===== config.mk =====
export PLATFORM = sky130hd
export DESIGN_NAME = task_sequencer
export DESIGN_NICKNAME = d
export VERILOG_FILES = /design/src/rtl/task_sequencer_pkg.sv /design/src/rtl/task_sequencer_watchdog.sv /design/src/rtl/task_sequencer.sv
export SDC_FILE = /design/constraint.sdc
export NUM_CORES = 1
export LEC_CHECK = 0
export BUFFER_PORTS_ARGS = -buffer_cell sky130_fd_sc_hd__buf_4
export CORE_ASPECT_RATIO = 0.7
export CORE_UTILIZATION = 35
export DETAILED_ROUTE_END_ITERATION = 16
export PLACE_DENSITY_LB_ADDON = 0.12
export SETUP_SLACK_MARGIN = 0.05
export SLEW_MARGIN = 20
export SYNTH_ARGS = -nofsm -noshare
export SYNTH_HDL_FRONTEND = slang
export SYNTH_SLANG_ARGS = --single-unit

===== constraint.sdc =====
create_clock -name clk -period 4.5 [get_ports clk]
set_input_delay 1.125 -clock clk [delete_from_list [all_inputs] [get_ports clk]]
set_output_delay 1.125 -clock clk [all_outputs]
set_load 0.02 [all_outputs]

===== src/rtl/task_sequencer_pkg.sv =====
// Shared types and helpers for the task sequencer: command width, state encoding,
// channel index width and the next-channel selection record.
package task_sequencer_pkg;

  localparam int unsigned CMD_W     = 8;
  localparam int unsigned IDX_W     = 3;
  localparam int unsigned MAX_TASKS = 8;

  localparam logic [CMD_W-1:0] CMD_START_DEF = 8'd98;
  localparam logic [CMD_W-1:0] CMD_STOP_DEF  = 8'd115;

  typedef enum logic [1:0] {
    ST_IDLE,
    ST_SELECT,
    ST_GRANT,
    ST_GAP
  } state_t;

  // Result of a next-channel search: any channel enabled, search wrapped, chosen index.
  typedef struct packed {
    logic             found;
    logic             wrap;
    logic [IDX_W-1:0] idx;
  } sel_t;

  function automatic logic [IDX_W-1:0] lowest_set(input logic [MAX_TASKS-1:0] v);
    lowest_set = '0;
    for (int i = MAX_TASKS - 1; i >= 0; i--) begin
      if (v[i]) lowest_set = IDX_W'(i);
    end
  endfunction

endpackage


===== src/rtl/task_sequencer_watchdog.sv =====
// Grant watchdog: counts enabled cycles and pulses expired_c on the TIMEOUT-th one.
// TIMEOUT of 0 disarms it; reusable for any single-owner wait.
module task_sequencer_watchdog #(
  parameter int unsigned TIMEOUT = 1000,
  parameter int unsigned TO_W    = 16
) (
  input  logic clk,
  input  logic rst,
  input  logic clear,
  input  logic enable,
  output logic expired_c
);

  localparam bit          ARMED = (TIMEOUT != 0);
  localparam int unsigned LIMIT = ARMED ? TIMEOUT - 1 : 0;

  logic [TO_W-1:0] count;

  assign expired_c = ARMED && enable && (count == TO_W'(LIMIT));

  // Restart from zero on clear or expiry so the next owner gets a full budget.
  always_ff @(posedge clk) begin
    if (rst || clear || expired_c) begin
      count <= '0;
    end else if (enable) begin
      count <= count + TO_W'(1);
    end
  end

endmodule


===== src/rtl/task_sequencer.sv =====
// N-channel dispatcher: UART start/stop commands drive a round-robin over enabled
// task units, granting one at a time until done or watchdog expiry.
module task_sequencer
  import task_sequencer_pkg::*;
#(
  parameter int unsigned      N_TASKS   = 2,
  parameter logic [CMD_W-1:0] CMD_START = CMD_START_DEF,
  parameter logic [CMD_W-1:0] CMD_STOP  = CMD_STOP_DEF,
  parameter bit               ONESHOT   = 1'b0,
  parameter int unsigned      TIMEOUT   = 1000,
  parameter int unsigned      TO_W      = 16
) (
  input  logic               clk,
  input  logic               rst,
  input  logic               rx_data_fresh,
  input  logic [CMD_W-1:0]   rx_data,
  input  logic [N_TASKS-1:0] task_en,
  input  logic [N_TASKS-1:0] done,
  output logic [N_TASKS-1:0] grant,
  output logic [IDX_W-1:0]   cur_task,
  output logic               led,
  output logic               timeout_flag
);

  state_t               state_q, state_nxt;
  logic [IDX_W-1:0]     cur_q, cur_nxt;
  logic                 stop_q, stop_nxt;
  logic                 flag_q, flag_nxt;
  logic                 fresh_q;
  logic [N_TASKS-1:0]   grant_q, grant_nxt;
  logic                 led_q, led_nxt;

  logic [MAX_TASKS-1:0] en_c;
  logic                 new_cmd_c, cmd_start_c, cmd_stop_c;
  logic                 done_hit_c, expired_c;
  sel_t                 next_c;

  // Lowest enabled index strictly above cur, else wrap to the lowest enabled index.
  function automatic sel_t next_sel(input logic [MAX_TASKS-1:0] en, input logic [IDX_W-1:0] cur);
    sel_t s;
    s.found = |en;
    s.wrap  = 1'b1;
    s.idx   = lowest_set(en);
    for (int i = MAX_TASKS - 1; i >= 0; i--) begin
      if (en[i] && (IDX_W'(i) > cur)) begin
        s.wrap = 1'b0;
        s.idx  = IDX_W'(i);
      end
    end
    return s;
  endfunction

  assign en_c        = MAX_TASKS'(task_en);
  assign new_cmd_c   = rx_data_fresh && !fresh_q;
  assign cmd_start_c = new_cmd_c && (rx_data == CMD_START);
  assign cmd_stop_c  = new_cmd_c && (rx_data == CMD_STOP);
  assign done_hit_c  = |(grant_q & done);
  assign next_c      = next_sel(en_c, cur_q);

  task_sequencer_watchdog #(
    .TIMEOUT (TIMEOUT),
    .TO_W    (TO_W)
  ) u_watchdog (
    .clk       (clk),
    .rst       (rst),
    .clear     (state_q != ST_GRANT),
    .enable    (state_q == ST_GRANT),
    .expired_c (expired_c)
  );

  always_ff @(posedge clk) begin
    if (rst) state_q <= ST_IDLE;
    else     state_q <= state_nxt;
  end

  always_comb begin
    state_nxt = state_q;
    cur_nxt   = cur_q;
    stop_nxt  = stop_q;
    flag_nxt  = flag_q;
    if (cmd_stop_c && (state_q != ST_IDLE)) stop_nxt = 1'b1;
    case (state_q)
      ST_IDLE: begin
        if (cmd_start_c) begin
          flag_nxt = 1'b0;
          stop_nxt = 1'b0;
          if (|en_c) begin
            cur_nxt   = lowest_set(en_c);
            state_nxt = ST_SELECT;
          end
        end
      end
      ST_SELECT: state_nxt = ST_GRANT;
      ST_GRANT: begin
        // done wins a tie with expiry, so the flag only marks genuine stalls
        if (done_hit_c) begin
          state_nxt = ST_GAP;
        end else if (expired_c) begin
          flag_nxt  = 1'b1;
          state_nxt = ST_GAP;
        end
      end
      ST_GAP: begin
        if (stop_q || !next_c.found || (ONESHOT && next_c.wrap)) begin
          stop_nxt  = 1'b0;
          state_nxt = ST_IDLE;
        end else begin
          cur_nxt   = next_c.idx;
          state_nxt = ST_SELECT;
        end
      end
      default: state_nxt = ST_IDLE;
    endcase
  end

  always_comb begin
    grant_nxt = '0;
    led_nxt   = (state_nxt != ST_IDLE);
    for (int i = 0; i < N_TASKS; i++) begin
      grant_nxt[i] = (state_nxt == ST_GRANT) && (cur_nxt == IDX_W'(i));
    end
  end

  always_ff @(posedge clk) begin
    if (rst) begin
      cur_q   <= '0;
      stop_q  <= 1'b0;
      flag_q  <= 1'b0;
      fresh_q <= 1'b0;
      grant_q <= '0;
      led_q   <= 1'b0;
    end else begin
      cur_q   <= cur_nxt;
      stop_q  <= stop_nxt;
      flag_q  <= flag_nxt;
      fresh_q <= rx_data_fresh;
      grant_q <= grant_nxt;
      led_q   <= led_nxt;
    end
  end

  assign grant        = grant_q;
  assign cur_task     = cur_q;
  assign led          = led_q;
  assign timeout_flag = flag_q;

endmodule


==> flow_metrics.env <==
export IMPL_worst_slew_pin_slew_ns=0.747
export IMPL_path_delay_family="simple AND/OR/NAND/NOR gates"
export IMPL_start_kind="input port"
export IMPL_relSlewSlack_pct=49.8
export IMPL_dieArea_mm2=0.00391
export IMPL_firstDrtPassIters=4
export IMPL_antenna_found_initial=0
export IMPL_clock_root_buffer="clkbuf_8"
export IMPL_status="completed"
export IMPL_postCtsHoldBufs=0
export IMPL_rsz0062_at_grt="no"
export IMPL_grt_max_degree=16
export IMPL_core_area_mm2=0.00332
export IMPL_worst_setup_path_end_kind="flop"
export IMPL_setup_ws_ns=2.09
export IMPL_crit_fanout=4
export IMPL_tns_ns=0
export IMPL_design_area_mm2=0.00150
export IMPL_vdd_ir_drop_max_uv=151
export IMPL_clock_fmax_mhz=415
export IMPL_clock_path_buffers=2
export IMPL_via_per_inst=4.92
export IMPL_post_drt_wl_per_cell_um=12.0
export IMPL_critPathKind="input port to flop"
export IMPL_syn_inst=138
export IMPL_final_period_utilization_pct=53.6
export IMPL_rows=17
export IMPL_layout_commonest_cell="dfxtp_1"
export IMPL_cpMaxStageDelayCell="nor4bb_1"
export IMPL_fin_cells=206
export IMPL_setup_violations=0
export IMPL_placed_area_mm2=0.00146
export IMPL_drt_iter0_markers=52
export IMPL_gp_congestion=0.767
export IMPL_power_leakage_nw=0.560
export IMPL_post_place_ws_ns=1.83
export IMPL_layout_drive_gt1_share_pct=20.1
export IMPL_fin_crit_ns=2.41
export IMPL_hpwl_um=1940
export IMPL_route_detailed_drc=0
export IMPL_required_ns=4.66
export IMPL_slew_violations=0
export IMPL_skew_ns=0.00183
export IMPL_nNetsFinal=179
export IMPL_multi_input_area_um2=683
export IMPL_syn2layout_area_growth_pct=17.3
export IMPL_cts_resized=0
export IMPL_post_synth_num_cell_types=39
export IMPL_cts_buffers=3
export IMPL_first_global_vias=911
export IMPL_cpPeakStageDelay_ns=0.43
export IMPL_ys_seq_area_share_pct=42.2
export IMPL_grt_pass1_wl_um=4060
export IMPL_regArea_um2=541
export IMPL_postRouteAntennaNets=0
export IMPL_syn_nets=157
export IMPL_yosys_warnings=0
export IMPL_totalWireLength_um=2480
export IMPL_syn_cell_area_mm2=0.00128
export IMPL_cap_violations=0
export IMPL_insertedDiodeCount=0
export IMPL_rrSetupSlack_ns=2.25
export IMPL_vias=1013
export IMPL_ys_ff_latch=27
export IMPL_insertion_delay_ns=0.26
export IMPL_avgSynthCellArea_um2=9.28
export IMPL_h_tree_depth=1
export IMPL_die_h_um=52.6
export IMPL_hold_violations=0
export IMPL_powerDensity_mw_per_mm2=316
export IMPL_cts_sink_count=27
export IMPL_cts_tree="yes"
export IMPL_nFillCells=336
export IMPL_critical_path_arrival_ns=2.58
export IMPL_path_clk_slew_ns=0.09
export IMPL_start_util_pct=38.6
export IMPL_worstPathCellList="buf_4 > nor4bb_1 > nand3_1 > o21ai_0 > o211ai_2 > and4_1"
export IMPL_placed_cells_incl_taps=202
export IMPL_portBuffers=21
export IMPL_hp_class="flop to flop"
export IMPL_cts_setup_buffers=0
export IMPL_grt_overflow=0
export IMPL_die_w_um=74.3
export IMPL_totalPowerFinal_uw=474
export IMPL_most_common_layout_cells="dfxtp_1, nor2_1, buf_4, nand2_1"
export IMPL_pin_count=22
export IMPL_grt_use_total_pct=14.0
export IMPL_path_buf_inv=1
==> per-stage QoR <==
step	hold slack, ns	utilization [%]
floorplan	0.417	-
global placement	0.427	43.9
detailed placement	0.444	43.9
CTS	0.460	45.2
global route	0.481	45.2
finish	0.458	45.2
==> power breakdown <==
part	switching [mW]	total, mW	internal, mW
registers	0.00701	0.254	0.247
clock network	0.0696	0.131	0.0618
logic	0.0482	0.0887	0.0405
==> layout make-up <==
| type | instances | area share (%) |
|---|---|---|
| Multi-Input combinational cell | 103 | 45.5 |
| Sequential cell | 27 | 36.0 |
| Timing Repair Buffer | 21 | 10.5 |
| Tap cell | 47 | 3.92 |
| Clock buffer | 3 | 2.75 |
| Inverter | 4 | 1.00 |
| Clock inverter | 1 | 0.333 |
==> worst paths after layout <==
kind                       startpoint  cells past startpoint              endpoint
setup / recovery           rx_data[3]                      6              grant[0]
setup reg to reg           state_q[0]                      7  u_watchdog.count[13]
hold / removal    u_watchdog.count[0]                      1   u_watchdog.count[0]
hold reg to reg   u_watchdog.count[0]                      1   u_watchdog.count[0]
==> metal layers <==
layer	part of all wire [%]	wire length [um]	GRT usage, %	up-vias
met5	0	0	0	-
met4	0.28	7	2.83	0
met3	3.8	94	4.62	2
met2	40	1000	19.4	21
met1	56	1380	20.7	463
li1	-	-	-	527
==> flip-flops by register name, summed over array words and instances (netlist names) <==
| name | flops |
|---|---|
| timeout_flag | 1 |
| led | 1 |
| fresh_q | 1 |
| u_watchdog.count | 16 |
| grant | 2 |
| stop_q | 1 |
| state_q | 2 |
| cur_task | 3 |
==> synth_stat cells (all sizes together) <==
| cell type | instances | area, um^2 |
|---|---|---|
| o2111ai | 1 | 8.76 |
| a21bo | 1 | 10.0 |
| buf | 4 | 41.3 |
| a2bb2oi | 1 | 8.76 |
| inv | 4 | 15.0 |
| a21oi | 2 | 10.0 |
| nor4bb | 2 | 20.0 |
| nand2 | 8 | 30.0 |
| o211ai | 2 | 20.0 |
| nand3 | 3 | 15.0 |
| or3 | 1 | 7.51 |
| nor2b | 1 | 6.26 |
| or3b | 1 | 8.76 |
| or2b | 1 | 7.51 |
| nand4 | 6 | 37.5 |
| mux2i | 1 | 10.0 |
| and4 | 1 | 8.76 |
| xnor2 | 7 | 61.3 |
| nand2b | 1 | 6.26 |
| a31oi | 4 | 25.0 |
| a22oi | 1 | 7.51 |
| and4b | 1 | 10.0 |
| a31o | 1 | 8.76 |
| dfxtp | 27 | 541 |
| nor4 | 2 | 27.5 |
| and2 | 3 | 18.8 |
| xor2 | 7 | 61.3 |
| nor3 | 4 | 20.0 |
| or4 | 3 | 30.0 |
| and3 | 3 | 18.8 |
| o21ai | 3 | 15.0 |
| ha | 4 | 50.1 |
| nor2 | 24 | 90.1 |
| nor3b | 2 | 15.0 |
| nor4b | 1 | 8.76 |
==> cells by family (layout without fill, tap and decap cells) <==
| group | Yosys count | in the layout | share of synthesized area [%] |
|---|---|---|---|
| AND/OR/NAND/NOR | 68 | 68 | 30.2 |
| flip-flops | 27 | 27 | 42.2 |
| AO/OA/AOI/OAI | 16 | 16 | 8.90 |
| XOR/XNOR | 14 | 14 | 9.58 |
| buffers and inverters | 8 | 29 | 4.40 |
| adder cells (fa/ha/maj) | 4 | 4 | 3.91 |
| multiplexers | 1 | 1 | 0.782 |
No activity file was read; power rests on OpenSTA's default activity.
